<file path="config.mk">
export PLATFORM = sky130hd
export DESIGN_NAME = imem_loader
export DESIGN_NICKNAME = d
export VERILOG_FILES = /design/src/rtl/rv32_defs.sv /design/src/rtl/byte_packer.sv /design/src/rtl/imem_loader.sv
export SDC_FILE = /design/constraint.sdc
export NUM_CORES = 1
export LEC_CHECK = 0
export BUFFER_PORTS_ARGS = -buffer_cell sky130_fd_sc_hd__clkbuf_2
export CAP_MARGIN = 20
export CORE_MARGIN = 4
export CORE_UTILIZATION = 60
export DETAILED_ROUTE_END_ITERATION = 8
export GPL_TIMING_DRIVEN = 0
export PLACE_DENSITY = 0.86
export SLEW_MARGIN = 20
export SYNTH_ARGS = -nofsm -noshare
export SYNTH_HDL_FRONTEND = slang
export SYNTH_HIERARCHICAL = 1
export SYNTH_SLANG_ARGS = --single-unit
</file>
<file path="constraint.sdc">
create_clock -name clk -period 5.5 [get_ports clk]
set_clock_uncertainty 0.1 [all_clocks]
set_input_delay 1.1 -clock clk [delete_from_list [all_inputs] [get_ports clk]]
set_output_delay 1.1 -clock clk [all_outputs]
set_load 0.05 [all_outputs]
</file>
<file path="src/rtl/rv32_defs.sv">
// Shared definitions for the instruction-memory loader: loader state encoding
// and the image header width.
package rv32_defs;

  localparam int HDR_W = 16;

  typedef enum logic [2:0] {
    ST_IDLE = 3'd0,
    ST_HDR0 = 3'd1,
    ST_HDR1 = 3'd2,
    ST_DATA = 3'd3,
    ST_DONE = 3'd4,
    ST_ERR  = 3'd5
  } ld_state_e;

endpackage

</file>
<file path="src/rtl/byte_packer.sv">
// Assembles four little-endian bytes into a 32-bit word. The completed word is
// presented combinationally in the same cycle its fourth byte is offered.
module byte_packer (
  input  logic        clk,
  input  logic        clear,
  input  logic [7:0]  data_in,
  input  logic        data_valid,
  output logic        word_valid,
  output logic [31:0] word
);

  logic [1:0]  lane;
  logic [23:0] shreg;

  // The fourth byte bypasses the register so the caller can latch the word on
  // the very edge that accepts it.
  assign word_valid = data_valid && (lane == 2'd3);
  assign word       = {data_in, shreg};

  // NOTE: sequential state uses non-blocking assignments so every register
  // samples pre-edge values regardless of statement order.
  always_ff @(posedge clk) begin
    if (clear) begin
      lane  <= 2'd0;
      shreg <= 24'd0;
    end else if (data_valid) begin
      lane <= lane + 2'd1;
      case (lane)
        2'd0:    shreg[7:0]   <= data_in;
        2'd1:    shreg[15:8]  <= data_in;
        2'd2:    shreg[23:16] <= data_in;
        default: shreg        <= shreg;
      endcase
    end
  end

endmodule

</file>
<file path="src/rtl/imem_loader.sv">
// Loads instruction memory from a byte stream (16-bit word count header, then
// little-endian words) and holds the core in reset until the image is complete.
module imem_loader
  import rv32_defs::*;
#(
  parameter int DEPTH_WORDS = 256,
  parameter int AW          = $clog2(DEPTH_WORDS)
) (
  input  logic          clk,
  input  logic          rst,
  input  logic          start,
  input  logic [7:0]    rx_data,
  input  logic          rx_valid,
  output logic          rx_ready,
  output logic          im_we,
  output logic [AW-1:0] im_waddr,
  output logic [31:0]   im_wdata,
  output logic          cpu_hold,
  output logic          done,
  output logic          err,
  output logic [15:0]   words_loaded
);

  localparam logic [HDR_W-1:0] DEPTH_N = HDR_W'(DEPTH_WORDS);

  ld_state_e        state_q, state_d;
  logic [7:0]       hdr_lo;
  logic [HDR_W-1:0] n_words;
  logic [HDR_W-1:0] hdr_n;
  logic             accept;
  logic             start_ok;
  logic             all_in;
  logic             pk_valid;
  logic [31:0]      pk_word;

  assign hdr_n  = {rx_data, hdr_lo};
  assign all_in = (words_loaded == n_words);
  assign accept = rx_valid && rx_ready;

  // Once the last word's final byte is taken, the stream is closed for the
  // one cycle spent retiring that write before DONE.
  always_comb begin
    unique case (state_q)
      ST_HDR0, ST_HDR1: rx_ready = 1'b1;
      ST_DATA:          rx_ready = !all_in;
      default:          rx_ready = 1'b0;
    endcase
  end

  assign cpu_hold = (state_q != ST_DONE);
  assign done     = (state_q == ST_DONE);
  assign err      = (state_q == ST_ERR);

  byte_packer u_packer (
    .clk        (clk),
    .clear      (rst || start_ok),
    .data_in    (rx_data),
    .data_valid (accept && (state_q == ST_DATA)),
    .word_valid (pk_valid),
    .word       (pk_word)
  );

  // NOTE: every signal written here gets a default first so no path can leave
  // it unassigned and infer a latch.
  always_comb begin
    state_d  = state_q;
    start_ok = 1'b0;
    unique case (state_q)
      ST_IDLE, ST_DONE, ST_ERR: begin
        if (start) begin
          state_d  = ST_HDR0;
          start_ok = 1'b1;
        end
      end
      ST_HDR0: begin
        if (accept) state_d = ST_HDR1;
      end
      ST_HDR1: begin
        if (accept) begin
          if (hdr_n == '0)          state_d = ST_DONE;
          else if (hdr_n > DEPTH_N) state_d = ST_ERR;
          else                      state_d = ST_DATA;
        end
      end
      ST_DATA: begin
        if (all_in) state_d = ST_DONE;
      end
      default: state_d = ST_IDLE;
    endcase
  end

  always_ff @(posedge clk) begin
    if (rst) begin
      state_q      <= ST_IDLE;
      hdr_lo       <= 8'd0;
      n_words      <= '0;
      words_loaded <= 16'd0;
      im_we        <= 1'b0;
      im_waddr     <= '0;
      im_wdata     <= 32'd0;
    end else begin
      state_q <= state_d;
      im_we   <= pk_valid;
      if (start_ok) begin
        words_loaded <= 16'd0;
      end
      if (accept && (state_q == ST_HDR0)) begin
        hdr_lo <= rx_data;
      end
      if (accept && (state_q == ST_HDR1)) begin
        n_words <= hdr_n;
      end
      // The word count doubles as the write index; it never exceeds N-1 here
      // because oversized headers never reach DATA.
      if (pk_valid) begin
        im_waddr     <= words_loaded[AW-1:0];
        im_wdata     <= pk_word;
        words_loaded <= words_loaded + 16'd1;
      end
    end
  end

endmodule

</file>
==> run summary <==
outcome - finished clean
first-pass GRT wire length - 17700 µm
Leakage - 2.31 nW
R2R Path End - words_loaded[6]
Required @ worst endpoint - 4300 ps
Worst Path Max Fanout - 6
# placed instances - 691
CTS tree - built
Clock transition at path regs - 100 ps
Mapped Area - 0.00475 mm²
PwrDens - 263 mW/mm²
Sink Count - 110
Slew @ Worst Pin - 598 ps
CP arrival - 2200 ps
FF+latch count, synth - 110
IO Count - 73
via count - 3805
Net count, final - 617
Netlist cell types - 44
max_cap viols - 0
Clock Latency Late Sink - 380 ps
Setup WS pre-CTS - 2360 ps
DRT Wirelength - 10600 µm
r2r startpoint - words_loaded[3]
Final HPWL DP - 7780 µm
f_max - 294 MHz
DRC Markers - 0
via density per instance - 5.38
initial DRC count - 262
Placed Area - 0.00524 mm²
setup violators final - 0
Die Footprint - 0.00940 mm²
WHS - 367 ps
min cycle time layout - 3400 ps
Remaining Overflow, GRT - 0
Mapped Cells - 517
period utilisation layout - 61.9%
Setup Fix Bufs, Post-CTS - 0
FF-to-FF path depth - 12
r2r setup slk - 2250 ps
filler-free cell count of the finished design - 707
crit path capture - rx_ready
Worst setup EP type - output port
share of cells above drive strength 1 - 20.0%
Final TNS setup - 0 ps
Gates resized, CTS repair - 0
fin worst setup slack - 2100 ps
Syn Nets - 534
row count - 32
pin count of the biggest net entering global routing - 19
post-layout util - 70.2%
Synth Warn # - 6
routability cong. - 0.836
gr usage total - 22.9%
Routed Antenna Nets - 0
normalized max-slew margin - 59.8%
vias in the first global route - 3707
Crit. Startpoint - words_loaded[3]
Die Span Y - 97.0 µm
Synth-to-Final Area Change - 14.1%
CTS root buf - clkbuf_8
initial antenna violation count - 0
hold buffer count at cts - 0
htree depth - 3
peak supply drop - 0.147 mV
Setup crit start kind - register
design area - 0.00542 mm²
total power - 1.43 mW
hold crit path type - register to register
1st-pass router iterations - 4
core area - 0.00773 mm²
RSZ-0062 raised after global routing - no
Crit Path Category - register to output port
Antenna Cells - 0
Post-Syn Area per Cell - 9.19 µm²
clk buf depth - 2
DR WL/cell - 15.0 µm
sequential area share after synthesis - 46.4%
final hold vios - 0
Initial Util - 61.5%
number of CTS-inserted buffers - 9
die width - 97.0 µm
final-report max-slew violation count - 0
Port-buffer cells - 72
-- cells in the mapped netlist --
cell / number / area, µm²
clkbuf_1: 17 / 63.8
o211ai_1: 1 / 7.51
buf_4: 11 / 82.6
and2_1: 1 / 6.26
nand2_2: 2 / 12.5
or2_2: 1 / 6.26
o311ai_0: 1 / 8.76
a211oi_1: 2 / 15.0
o221ai_1: 2 / 17.5
nand2b_1: 37 / 231
nand3_4: 1 / 17.5
nor4b_1: 1 / 8.76
nor2b_1: 4 / 25.0
a22o_1: 1 / 8.76
or3_1: 1 / 6.26
and2_4: 1 / 8.76
clkbuf_2: 2 / 10.0
nand2_1: 61 / 229
buf_6: 2 / 22.5
a31oi_1: 3 / 18.8
nand4_1: 5 / 31.3
a21oi_1: 25 / 125
a22oi_1: 9 / 67.6
nor3b_1: 1 / 7.51
buf_2: 9 / 45.0
o31a_2: 1 / 10.0
nand4_2: 1 / 12.5
ha_1: 5 / 62.6
and2_2: 1 / 7.51
xor2_1: 23 / 201
mux2_2: 1 / 11.3
a221oi_1: 1 / 8.76
inv_1: 10 / 37.5
xnor2_1: 4 / 35.0
or3_4: 1 / 11.3
nor3_1: 2 / 10.0
dfxtp_1: 110 / 2200
nor2_1: 66 / 248
nor4_1: 9 / 56.3
nand3_1: 6 / 30.0
o21ai_0: 5 / 25.0
mux2i_1: 67 / 671
o2bb2ai_1: 2 / 17.5
a2111oi_0: 1 / 8.76
-- cell usage in the layout, fill, tap and decap left out, types with 2 or more instances in the layout --
cell,synthesis,final
o221ai_1,2,2
nand4_1,5,5
nor3_1,2,2
nand2_2,2,2
o21ai_0,5,5
buf_6,2,2
nor2b_1,4,4
clkinv_4,0,3
clkbuf_8,0,10
a211oi_1,2,2
clkbuf_1,17,18
a31oi_1,3,3
a22oi_1,9,9
xor2_1,23,23
clkbuf_2,2,74
buf_4,11,11
dfxtp_1,110,110
buf_2,9,9
ha_1,5,5
nand3_1,6,6
mux2i_1,67,67
nor2_1,66,66
inv_1,10,10
nor4_1,9,9
nand2b_1,37,37
xnor2_1,4,4
a21oi_1,25,25
o2bb2ai_1,2,2
nand2_1,61,61
-- state kept, by name, summed over array words and instances (netlist names) --
name / flops
u_packer/lane: 2
u_packer/shreg: 24
n_words: 16
im_we: 1
state_q: 3
words_loaded: 16
im_wdata: 32
hdr_lo: 8
im_waddr: 8
-- layout make-up --
| class | instances | area, µm² |
|---|---|---|
| clock buffer | 11 | 141 |
| timing repair buffer | 72 | 360 |
| tap | 102 | 128 |
| fill | 611 | 2310 |
| clock inverter | 5 | 42.5 |
| sequential | 110 | 2200 |
| multi-input combinational | 356 | 2290 |
| buffer | 41 | 224 |
| inverter | 10 | 37.5 |
-- report_power, final --
part	leakage, nW	internal (mW)	switching (mW)
Combinational	1.32	0.0505	0.102
Clock	0.0954	0.182	0.278
Sequential	0.887	0.807	0.00685
Total	2.31	1.04	0.387
-- logic make-up (layout without fill, tap and decap cells) --
family,count (synthesis),count (layout),share of synthesized area [%]
AND/OR/NAND/NOR,202,202,20.3
flip-flops,110,110,46.4
multiplexers,68,68,14.4
AO/OA/AOI/OAI,54,54,7.14
buffers and inverters,51,139,5.51
XOR/XNOR,27,27,4.98
adder cells (fa/ha/maj),5,5,1.32
-- per-layer routing --
metal	vias up	track usage, %	wire (µm)	part of all wire, %
met3	17	4.18	417	3.9
li1	1896	-	-	-
met5	-	0	0	0
met4	0	9.40	186	1.8
met2	77	38.7	5250	50
met1	1815	28.7	4720	45
-- critical path, cell delays in order (launching register included) --
cell	delay, ps
dfxtp_1	330
clkbuf_2	170
xor2_1	180
nor4_1	380
nand4_1	270
nor2_1	190
nor3_1	60
clkbuf_2	250
-- worst min path at each step --
stage	from	end	slack, ps	cells after the start
after floorplan	hdr_lo[3]	n_words[3]	340	2
after global placement	n_words[6]	n_words[6]	360	2
after CTS	hdr_lo[7]	n_words[7]	370	2
after global routing	hdr_lo[7]	n_words[7]	390	2
final	hdr_lo[7]	n_words[7]	370	2
after detailed placement	n_words[15]	n_words[15]	360	2
No activity file was read; power rests on OpenSTA's default activity.
